### src/rtl/decode_stage.sv
// RV32I decode stage: registered bundle between fetch and execute with
// load-use bubble insertion, flush and illegal-instruction flagging.
//
// Handshake: a transfer happens on a cycle where valid && ready are both 1;
// valid never depends on ready, and a held bundle stays stable while
// out_valid && !out_ready.
module decode_stage #(
  parameter int XLEN      = 32,
  parameter bit SYSTEM_EN = 1'b1
) (
  input  logic            clk,
  input  logic            rst,
  input  logic            flush,
  input  logic            in_valid,
  output logic            in_ready,
  input  logic [31:0]     in_instr,
  input  logic [XLEN-1:0] in_pc,
  output logic            out_valid,
  input  logic            out_ready,
  output logic [XLEN-1:0] out_pc,
  output logic [4:0]      rs1_addr,
  output logic [4:0]      rs2_addr,
  output logic [4:0]      rd_addr,
  output logic [3:0]      alu_op,
  output logic            alu_src_imm,
  output logic [XLEN-1:0] imm,
  output logic            writeback_en,
  output logic            use_rs1,
  output logic            use_rs2,
  output logic            is_load,
  output logic            is_store,
  output logic            is_branch,
  output logic            is_jal,
  output logic            is_jalr,
  output logic            is_lui,
  output logic            is_auipc,
  output logic            is_system,
  output logic            illegal,
  output logic [1:0]      dbg_state
);

  typedef enum logic [1:0] {
    S_EMPTY  = 2'd0,
    S_FULL   = 2'd1,
    S_BUBBLE = 2'd2
  } state_t;

  localparam logic [6:0] OPC_OP     = 7'b0110011;
  localparam logic [6:0] OPC_OPIMM  = 7'b0010011;
  localparam logic [6:0] OPC_LOAD   = 7'b0000011;
  localparam logic [6:0] OPC_STORE  = 7'b0100011;
  localparam logic [6:0] OPC_BRANCH = 7'b1100011;
  localparam logic [6:0] OPC_JAL    = 7'b1101111;
  localparam logic [6:0] OPC_JALR   = 7'b1100111;
  localparam logic [6:0] OPC_LUI    = 7'b0110111;
  localparam logic [6:0] OPC_AUIPC  = 7'b0010111;
  localparam logic [6:0] OPC_SYSTEM = 7'b1110011;

  state_t state_q, state_d;

  logic [6:0] opcode;
  logic [2:0] f3;
  logic [6:0] f7;
  logic [4:0] d_rd, d_rs1, d_rs2;
  logic [31:0] imm_i, imm_s, imm_b, imm_u, imm_j;

  logic [3:0]      d_alu_op;
  logic            d_src_imm;
  logic [XLEN-1:0] d_imm;
  logic            d_wb, d_u1, d_u2;
  logic            d_load, d_store, d_branch, d_jal, d_jalr, d_lui, d_auipc, d_system;
  logic            d_bad;

  logic hazard;
  logic take;

  // Sign-extend a 32-bit immediate to the datapath width.
  function automatic logic [XLEN-1:0] sext32(input logic [31:0] v);
    logic signed [XLEN-1:0] r;
    r = $signed(v);
    return r;
  endfunction

  assign opcode = in_instr[6:0];
  assign f3     = in_instr[14:12];
  assign f7     = in_instr[31:25];
  assign d_rd   = in_instr[11:7];
  assign d_rs1  = in_instr[19:15];
  assign d_rs2  = in_instr[24:20];

  assign imm_i = {{20{in_instr[31]}}, in_instr[31:20]};
  assign imm_s = {{20{in_instr[31]}}, in_instr[31:25], in_instr[11:7]};
  assign imm_b = {{19{in_instr[31]}}, in_instr[31], in_instr[7], in_instr[30:25],
                  in_instr[11:8], 1'b0};
  assign imm_u = {in_instr[31:12], 12'b0};
  assign imm_j = {{11{in_instr[31]}}, in_instr[31], in_instr[19:12], in_instr[20],
                  in_instr[30:21], 1'b0};

  // Combinational decode of the incoming instruction.
  always_comb begin
    d_alu_op  = 4'b0000;
    d_src_imm = 1'b0;
    d_imm     = '0;
    d_wb      = 1'b0;
    d_u1      = 1'b0;
    d_u2      = 1'b0;
    d_load    = 1'b0;
    d_store   = 1'b0;
    d_branch  = 1'b0;
    d_jal     = 1'b0;
    d_jalr    = 1'b0;
    d_lui     = 1'b0;
    d_auipc   = 1'b0;
    d_system  = 1'b0;
    d_bad     = 1'b0;
    case (opcode)
      OPC_OP: begin
        d_wb     = 1'b1;
        d_u1     = 1'b1;
        d_u2     = 1'b1;
        d_alu_op = {f7[5], f3};
        if (f7 != 7'b0000000 && f7 != 7'b0100000) d_bad = 1'b1;
        if (f7 == 7'b0100000 && f3 != 3'b000 && f3 != 3'b101) d_bad = 1'b1;
      end
      OPC_OPIMM: begin
        d_wb      = 1'b1;
        d_u1      = 1'b1;
        d_src_imm = 1'b1;
        d_imm     = sext32(imm_i);
        d_alu_op  = {(f3 == 3'b101) ? f7[5] : 1'b0, f3};
        if (f3 == 3'b001 && f7 != 7'b0000000) d_bad = 1'b1;
        if (f3 == 3'b101 && f7 != 7'b0000000 && f7 != 7'b0100000) d_bad = 1'b1;
      end
      OPC_LOAD: begin
        d_wb      = 1'b1;
        d_u1      = 1'b1;
        d_src_imm = 1'b1;
        d_load    = 1'b1;
        d_imm     = sext32(imm_i);
        if (f3 == 3'b011 || f3 == 3'b110 || f3 == 3'b111) d_bad = 1'b1;
      end
      OPC_STORE: begin
        d_u1      = 1'b1;
        d_u2      = 1'b1;
        d_src_imm = 1'b1;
        d_store   = 1'b1;
        d_imm     = sext32(imm_s);
        if (f3 >= 3'b011) d_bad = 1'b1;
      end
      OPC_BRANCH: begin
        d_u1     = 1'b1;
        d_u2     = 1'b1;
        d_branch = 1'b1;
        d_imm    = sext32(imm_b);
        d_alu_op = {1'b0, f3};
        if (f3 == 3'b010 || f3 == 3'b011) d_bad = 1'b1;
      end
      OPC_JAL: begin
        d_wb  = 1'b1;
        d_jal = 1'b1;
        d_imm = sext32(imm_j);
      end
      OPC_JALR: begin
        d_wb      = 1'b1;
        d_u1      = 1'b1;
        d_src_imm = 1'b1;
        d_jalr    = 1'b1;
        d_imm     = sext32(imm_i);
        if (f3 != 3'b000) d_bad = 1'b1;
      end
      OPC_LUI: begin
        d_wb      = 1'b1;
        d_src_imm = 1'b1;
        d_lui     = 1'b1;
        d_imm     = sext32(imm_u);
      end
      OPC_AUIPC: begin
        d_wb      = 1'b1;
        d_src_imm = 1'b1;
        d_auipc   = 1'b1;
        d_imm     = sext32(imm_u);
      end
      OPC_SYSTEM: begin
        if (SYSTEM_EN) d_system = 1'b1;
        else           d_bad    = 1'b1;
      end
      default: d_bad = 1'b1;
    endcase
    if (in_instr[1:0] != 2'b11) d_bad = 1'b1;
    // x0 is never written and never a real dependency.
    if (d_rd  == 5'd0) d_wb = 1'b0;
    if (d_rs1 == 5'd0) d_u1 = 1'b0;
    if (d_rs2 == 5'd0) d_u2 = 1'b0;
    // Illegal instructions travel downstream as inert bundles that only trap.
    if (d_bad) begin
      d_wb     = 1'b0;
      d_u1     = 1'b0;
      d_u2     = 1'b0;
      d_load   = 1'b0;
      d_store  = 1'b0;
      d_branch = 1'b0;
      d_jal    = 1'b0;
      d_jalr   = 1'b0;
      d_lui    = 1'b0;
      d_auipc  = 1'b0;
      d_system = 1'b0;
    end
  end

  // Load-use check: the held load is leaving this cycle and the incoming
  // instruction needs its result, which execute cannot forward in time.
  always_comb begin
    hazard = out_valid && is_load && (rd_addr != 5'd0) && out_ready &&
             ((d_u1 && d_rs1 == rd_addr) || (d_u2 && d_rs2 == rd_addr));
  end

  assign out_valid = (state_q == S_FULL);
  assign dbg_state = state_q;
  assign in_ready  = !rst && !flush && (state_q != S_BUBBLE) &&
                     (!out_valid || out_ready) && !hazard;
  assign take      = in_valid && in_ready;

  // Next-state logic; flush wins over transfer and hazard.
  always_comb begin
    state_d = state_q;
    case (state_q)
      S_EMPTY:  if (take) state_d = S_FULL;
      S_FULL: begin
        if (take)                    state_d = S_FULL;
        else if (in_valid && hazard) state_d = S_BUBBLE;
        else if (out_ready)          state_d = S_EMPTY;
      end
      S_BUBBLE: state_d = S_EMPTY;
      default:  state_d = S_EMPTY;
    endcase
    if (flush) state_d = S_EMPTY;
  end

  // State register.
  always_ff @(posedge clk) begin
    if (rst) state_q <= S_EMPTY;
    else     state_q <= state_d;
  end

  // Bundle register, loaded only on an accepted transfer.
  always_ff @(posedge clk) begin
    if (rst) begin
      out_pc       <= '0;
      rs1_addr     <= '0;
      rs2_addr     <= '0;
      rd_addr      <= '0;
      alu_op       <= '0;
      alu_src_imm  <= 1'b0;
      imm          <= '0;
      writeback_en <= 1'b0;
      use_rs1      <= 1'b0;
      use_rs2      <= 1'b0;
      is_load      <= 1'b0;
      is_store     <= 1'b0;
      is_branch    <= 1'b0;
      is_jal       <= 1'b0;
      is_jalr      <= 1'b0;
      is_lui       <= 1'b0;
      is_auipc     <= 1'b0;
      is_system    <= 1'b0;
      illegal      <= 1'b0;
    end else if (take) begin
      out_pc       <= in_pc;
      rs1_addr     <= d_rs1;
      rs2_addr     <= d_rs2;
      rd_addr      <= d_rd;
      alu_op       <= d_alu_op;
      alu_src_imm  <= d_src_imm;
      imm          <= d_imm;
      writeback_en <= d_wb;
      use_rs1      <= d_u1;
      use_rs2      <= d_u2;
      is_load      <= d_load;
      is_store     <= d_store;
      is_branch    <= d_branch;
      is_jal       <= d_jal;
      is_jalr      <= d_jalr;
      is_lui       <= d_lui;
      is_auipc     <= d_auipc;
      is_system    <= d_system;
      illegal      <= d_bad;
    end
  end

endmodule

### config.mk
export PLATFORM = sky130hd
export DESIGN_NAME = decode_stage
export DESIGN_NICKNAME = d
export VERILOG_FILES = /design/src/rtl/decode_stage.sv
export SDC_FILE = /design/constraint.sdc
export NUM_CORES = 1
export LEC_CHECK = 0
export ABC_AREA = 1
export ABC_CLOCK_PERIOD_IN_PS = 2350
export BUFFER_PORTS_ARGS = -buffer_cell sky130_fd_sc_hd__buf_2
export CAP_MARGIN = 20
export CORE_ASPECT_RATIO = 0.5
export CORE_MARGIN = 10
export CORE_UTILIZATION = 51
export CTS_CLUSTER_SIZE = 30
export DETAILED_ROUTE_END_ITERATION = 7
export PLACE_DENSITY = 0.81
export SYNTH_ARGS = -nofsm -noshare
export SYNTH_HDL_FRONTEND = slang
export SYNTH_SLANG_ARGS = --single-unit
### constraint.sdc
create_clock -name clk -period 2.35 [get_ports clk]
set_input_delay 0.3525 -clock clk [delete_from_list [all_inputs] [get_ports clk]]
set_output_delay 0.3525 -clock clk [all_outputs]
set_load 0.01 [all_outputs]
; ---- Word level (Yosys, flattened, before mapping)
; Index checks and enable logic that the tools add are counted.
[totals]
register_bits = 98
word_cells = 134
in_bits = 69
[classes]
eq_ne = 26
reduce_logical = 43
magnitude_cmp = 1
n_mux = 44
[op_table]
columns = cell, n
row1 = $pmux W32 S5, 1
row2 = $mux W1, 36
row3 = $eq A7 B6 Y1 const B, 4
row4 = $eq A7 B7 Y1 const B, 4
row5 = $logic_and A1 B1 Y1, 18
row6 = $logic_not A5 Y1, 3
row7 = $eq A7 B5 Y1 const B, 2
row8 = $pmux W4 S3, 1
row9 = $reduce_or A6 Y1, 2
row10 = $eq A5 B5 Y1, 2
row11 = $eq A3 B3 Y1 const B, 3
row12 = $mux W2, 4
row13 = $eq A7 B2 Y1 const B, 1
row14 = $ne A7 B6 Y1 const B, 1
row15 = $pmux W1 S7, 1
row16 = $reduce_bool A7 Y1, 1
row17 = $reduce_or A7 Y1, 1
row18 = $eq A3 B2 Y1 const B, 2
row19 = $ne A2 B2 Y1 const B, 3
row20 = $reduce_or A3 Y1, 2
row21 = $logic_or A1 B1 Y1, 5
row22 = $reduce_bool A5 Y1, 1
row23 = $logic_not A1 Y1, 4
row24 = $ne A4 B1 Y1 const B, 1
row25 = other kinds (10), 11

; ---- Depth between registers and ports, before layout
[logic_depth]
depth_word = 15
depth_mapped = 18

; ---- Least setup slack after synthesis
; No wires, ideal clock.
[synth_path]
kind = input -> output
startpoint = input port rst
endpoint = output port in_ready
slack_ns = 0.122
path_buffers = 2
stages = 5
arrival_ns = 1.876
path_cell_list = clkbuf_1 -> or2_2 -> nor3_2 -> clkbuf_1 -> a21boi_0
[synth_via]
elab_chain_len = 5
[synth_lines]
columns = element, line_no
row1 = "start, declared", 12  ; input logic rst,
row2 = $logic_not A1 Y1, 219  ; assign in_ready = !rst && !flush && (state_q != S_BUBBLE) &&
row3 = $logic_and A1 B1 Y1 (3 in a row), 219
row4 = $logic_and A1 B1 Y1, 220  ; (!out_valid || out_ready) && !hazard;
row5 = "end, declared", 15  ; output logic in_ready,
; Every way passes these cells.

; ---- Worst setup path in the final report
[layout_path]
startpoint = register rd_addr[1]
endpoint = output port in_ready
[layout_via]
elab_chain_len = 6
[layout_lines]
columns = element, line_no
row1 = "start, declared", 23  ; output logic [4:0] rd_addr,
row2 = "start signal, assigned", 271  ; rd_addr <= d_rd;
row3 = $eq A5 B5 Y1 / $reduce_bool A5 Y1 (equally long branches), "214, 213"
row4 = $logic_and A1 B1 Y1 (on tied branches), "214, 213"
row5 = $logic_or A1 B1 Y1 / $logic_and A1 B1 Y1 (equally long branches), "214, 213"
row6 = $logic_and A1 B1 Y1 *, 213  ; hazard = out_valid && is_load && (rd_addr != 5'd0) && out_ready &&
row7 = $logic_not A1 Y1 *, 220
row8 = $logic_and A1 B1 Y1 *, 220
; Mark *: on every way between the ends. The rest lies on a longest branch, timed or not.

==> results_dict.tcl <==
set metrics [dict create \
    crit_path_end_kind "primary output" \
    grt-ovfl-total 0 \
    finClkSkew_ns 0.00834 \
    timing.slew.headroom_pct 76.8 \
    postLayoutCoreUtil_pct 67.7 \
    arrival_ns 1.91 \
    cts.clk_slew.worst_paths_ns 0.07 \
    dr_wl_met3_mm 1.39 \
    syn_area_um2 5070 \
    cts_tree "done" \
    ys_seq_area_share_pct 38.7 \
    min_period_ns 2.26 \
    syn_inst 840 \
    core_um2 9570 \
    grt_pass1_wl_mm 24.9 \
    syn_area_per_cell_um2 6.03 \
    ys_ff_latch 98 \
    ant_nets 0 \
    dr.max_layer_used "met4" \
    leakage_nw 3.81 \
    setup.worst_path.start_class "register" \
    die_x_um 161 \
    tns_ns 0 \
    routedWlPerCell_um 13.4 \
    syn_nets 909 \
    maxSlewViolCount 0 \
    yosysUniqueCellTypes 31 \
    gp_congestion 0.968 \
    ir_drop_mv 0.363 \
    htree_num_levels 3 \
    total_power_mw 3.82 \
    grt_antenna_before_repair 0 \
    antenna_cells 0 \
    grt_max_degree 71 \
    rsz0062_at_grt "no" \
    cp_max_fo 4 \
    hold_violations 0 \
    setup_viol 0 \
    pwr-share-comb_pct 15.8 \
    boundaryPins 169 \
    rows 25 \
    grt_pass1_vias 5059 \
    power.internal_mw 2.73 \
    area_growth_pct 27.9 \
    drt_iter0_markers 620 \
    synthFlopType "dfxtp_1" \
    swShare_pct 28.5 \
    async_flop_share_pct 0 \
    layout-drive-gt1-share_pct 23.0 \
    vias 5536 \
    hold_depth 3 \
    cts.path.max_buffers 2 \
    p_per_area_nw_per_um2 590 \
    die_h_um 90.5 \
    cp.required_ns 2.00 \
    fillers 882 \
    drc 0 \
    layout_commonest_cell "nand2_1" \
    switching_power_mw 1.09 \
    clock-root-buffer "clkbuf_16" \
    final_cell_mix "nand2_1 (250), nor2_1 (195), buf_2 (168), inv_1 (140), dfxtp_1 (97)" \
    clk_latency_ns 0.35 \
    finalCritPeriodShare_pct 96.2 \
    status "complete, no violations" \
    seq_power_share_pct 46.7 \
    die_area_um2 14600 \
    cts.sink_count 98 \
    ys_warn_count 0 \
    tightest_slew_ns 0.345 \
    initial_utilization_pct 52.9 \
    drv_cap 0 \
    worstSetupPathType "register to primary output" \
    clkPwrFrac_pct 37.4 \
    post_layout_nonfiller_instances 1154 \
    grtUsageTotal_pct 20.4 \
    hpwl_mm 11.8 \
    synth_edf_count 0 \
    layout.nets 1083 \
    holdCritPathClass "input pin to register" \
    wirelength_mm 15.5 \
    cts_buffers 9 \
    rr_worst_depth 12 \
    drt-pass1-iter-count 8 \
    place_inst 1138 \
    route.met2.wl_mm 7.08 \
    avgViaCountPerCell 4.80 \
    fmax_mhz 443 \
    port_buffers 168 \
    drt-met1-wl_mm 6.71 \
    whs_ns 0.223 \
]
cell type report:
cell class	instances	area (µm²)	area share (%)
multi-input cells	558	2350	36.3
flip-flops and latches	98	1960	30.3
repair buffers	204	1170	18.1
inverters	143	537	8.28
clock buffers	10	239	3.69
well taps	135	169	2.61
clock inverters	6	46.3	0.714
per-stage QoR:
step	setup WS (ns)	area (µm²)
final	0.0904	6480
after global routing	0.00928	6480
after detailed placement	0.0723	6190
after global placement	0.128	6190
after floorplan	0.122	5070
after CTS	0.0730	6480
cells by family (layout without fill, tap and decap cells):
kind of cell	after synthesis	in the layout	synth area share, %
xor gates and xnor gates	1	1	0.173
buffers and inverters	184	363	15.0
AOI/OAI and AO/OA	39	39	4.22
DFF	98	98	38.7
and+or+nand+nor	518	518	41.9
worst max-delay path, cell delays in order, from the launching register on:
cell and delay [ns]:
dfxtp_2 0.36, inv_1 0.09, nand2_1 0.08, o21ai_0 0.08
nor4_1 0.37, nand4_1 0.14, nand2_1 0.12, buf_4 0.12
a21boi_1 0.05, buf_2 0.14
repair_timing:
item	in CTS	in global routing
endpoints found under the setup margin	0	1
hold buffers	0	0
buffers inserted	0	0
resized for setup	0	3
hold endpoints to repair	0	0
state kept, by name, indices dropped and copies added (netlist names), 2 cells and up:
signal and cells:
out_pc 32, alu_op 4, rd_addr 5, rs2_addr 5, dbg_state 2, imm 32
rs1_addr 5
worst paths after layout:
check | slack (ns) | endpoint | startpoint
worst min register to register | 0.51 | imm[26]$_SDFFE_PP0P_ | imm[26]$_SDFFE_PP0P_
worst min-delay path | 0.22 | out_pc[1]$_SDFFE_PP0P_ | in_pc[1]
worst max-delay path | 0.09 | in_ready | rd_addr[1]$_SDFFE_PP0P_
worst max register to register | 0.34 | out_pc[10]$_SDFFE_PP0P_ | rd_addr[1]$_SDFFE_PP0P_
power by group through the flow:
stage	logic (mW)	registers, mW	clock network, mW
5_1_grt	0.681	1.80	1.53
3_3_place_gp	0.591	1.82	0
6_report	0.606	1.79	1.43
3_5_place_dp	0.603	1.82	0
4_1_cts	0.607	1.79	1.45
2_1_floorplan	0.306	1.86	0
synth_stat cells (all sizes together) (2+ instances only):
cell | number | share of area [%]
o21ai | 11 | 1.1
o22ai | 2 | 0.25
dfxtp | 98 | 39
buf | 25 | 3.2
nand2 | 252 | 19
nand4 | 41 | 5.1
nand3 | 15 | 1.7
nor3 | 8 | 0.89
nor2 | 197 | 15
clkbuf | 16 | 1.2
or2 | 3 | 0.37
inv | 143 | 11
a21oi | 20 | 2.0
a22oi | 2 | 0.30
metal layers:
metal,vias up,global-route usage (%)
met1,2417,25.1
met2,236,34.4
met5,-,0
met4,0,5.27
met3,32,5.69
li1,2851,-
Note: power is estimated with default switching activity, not from simulation.
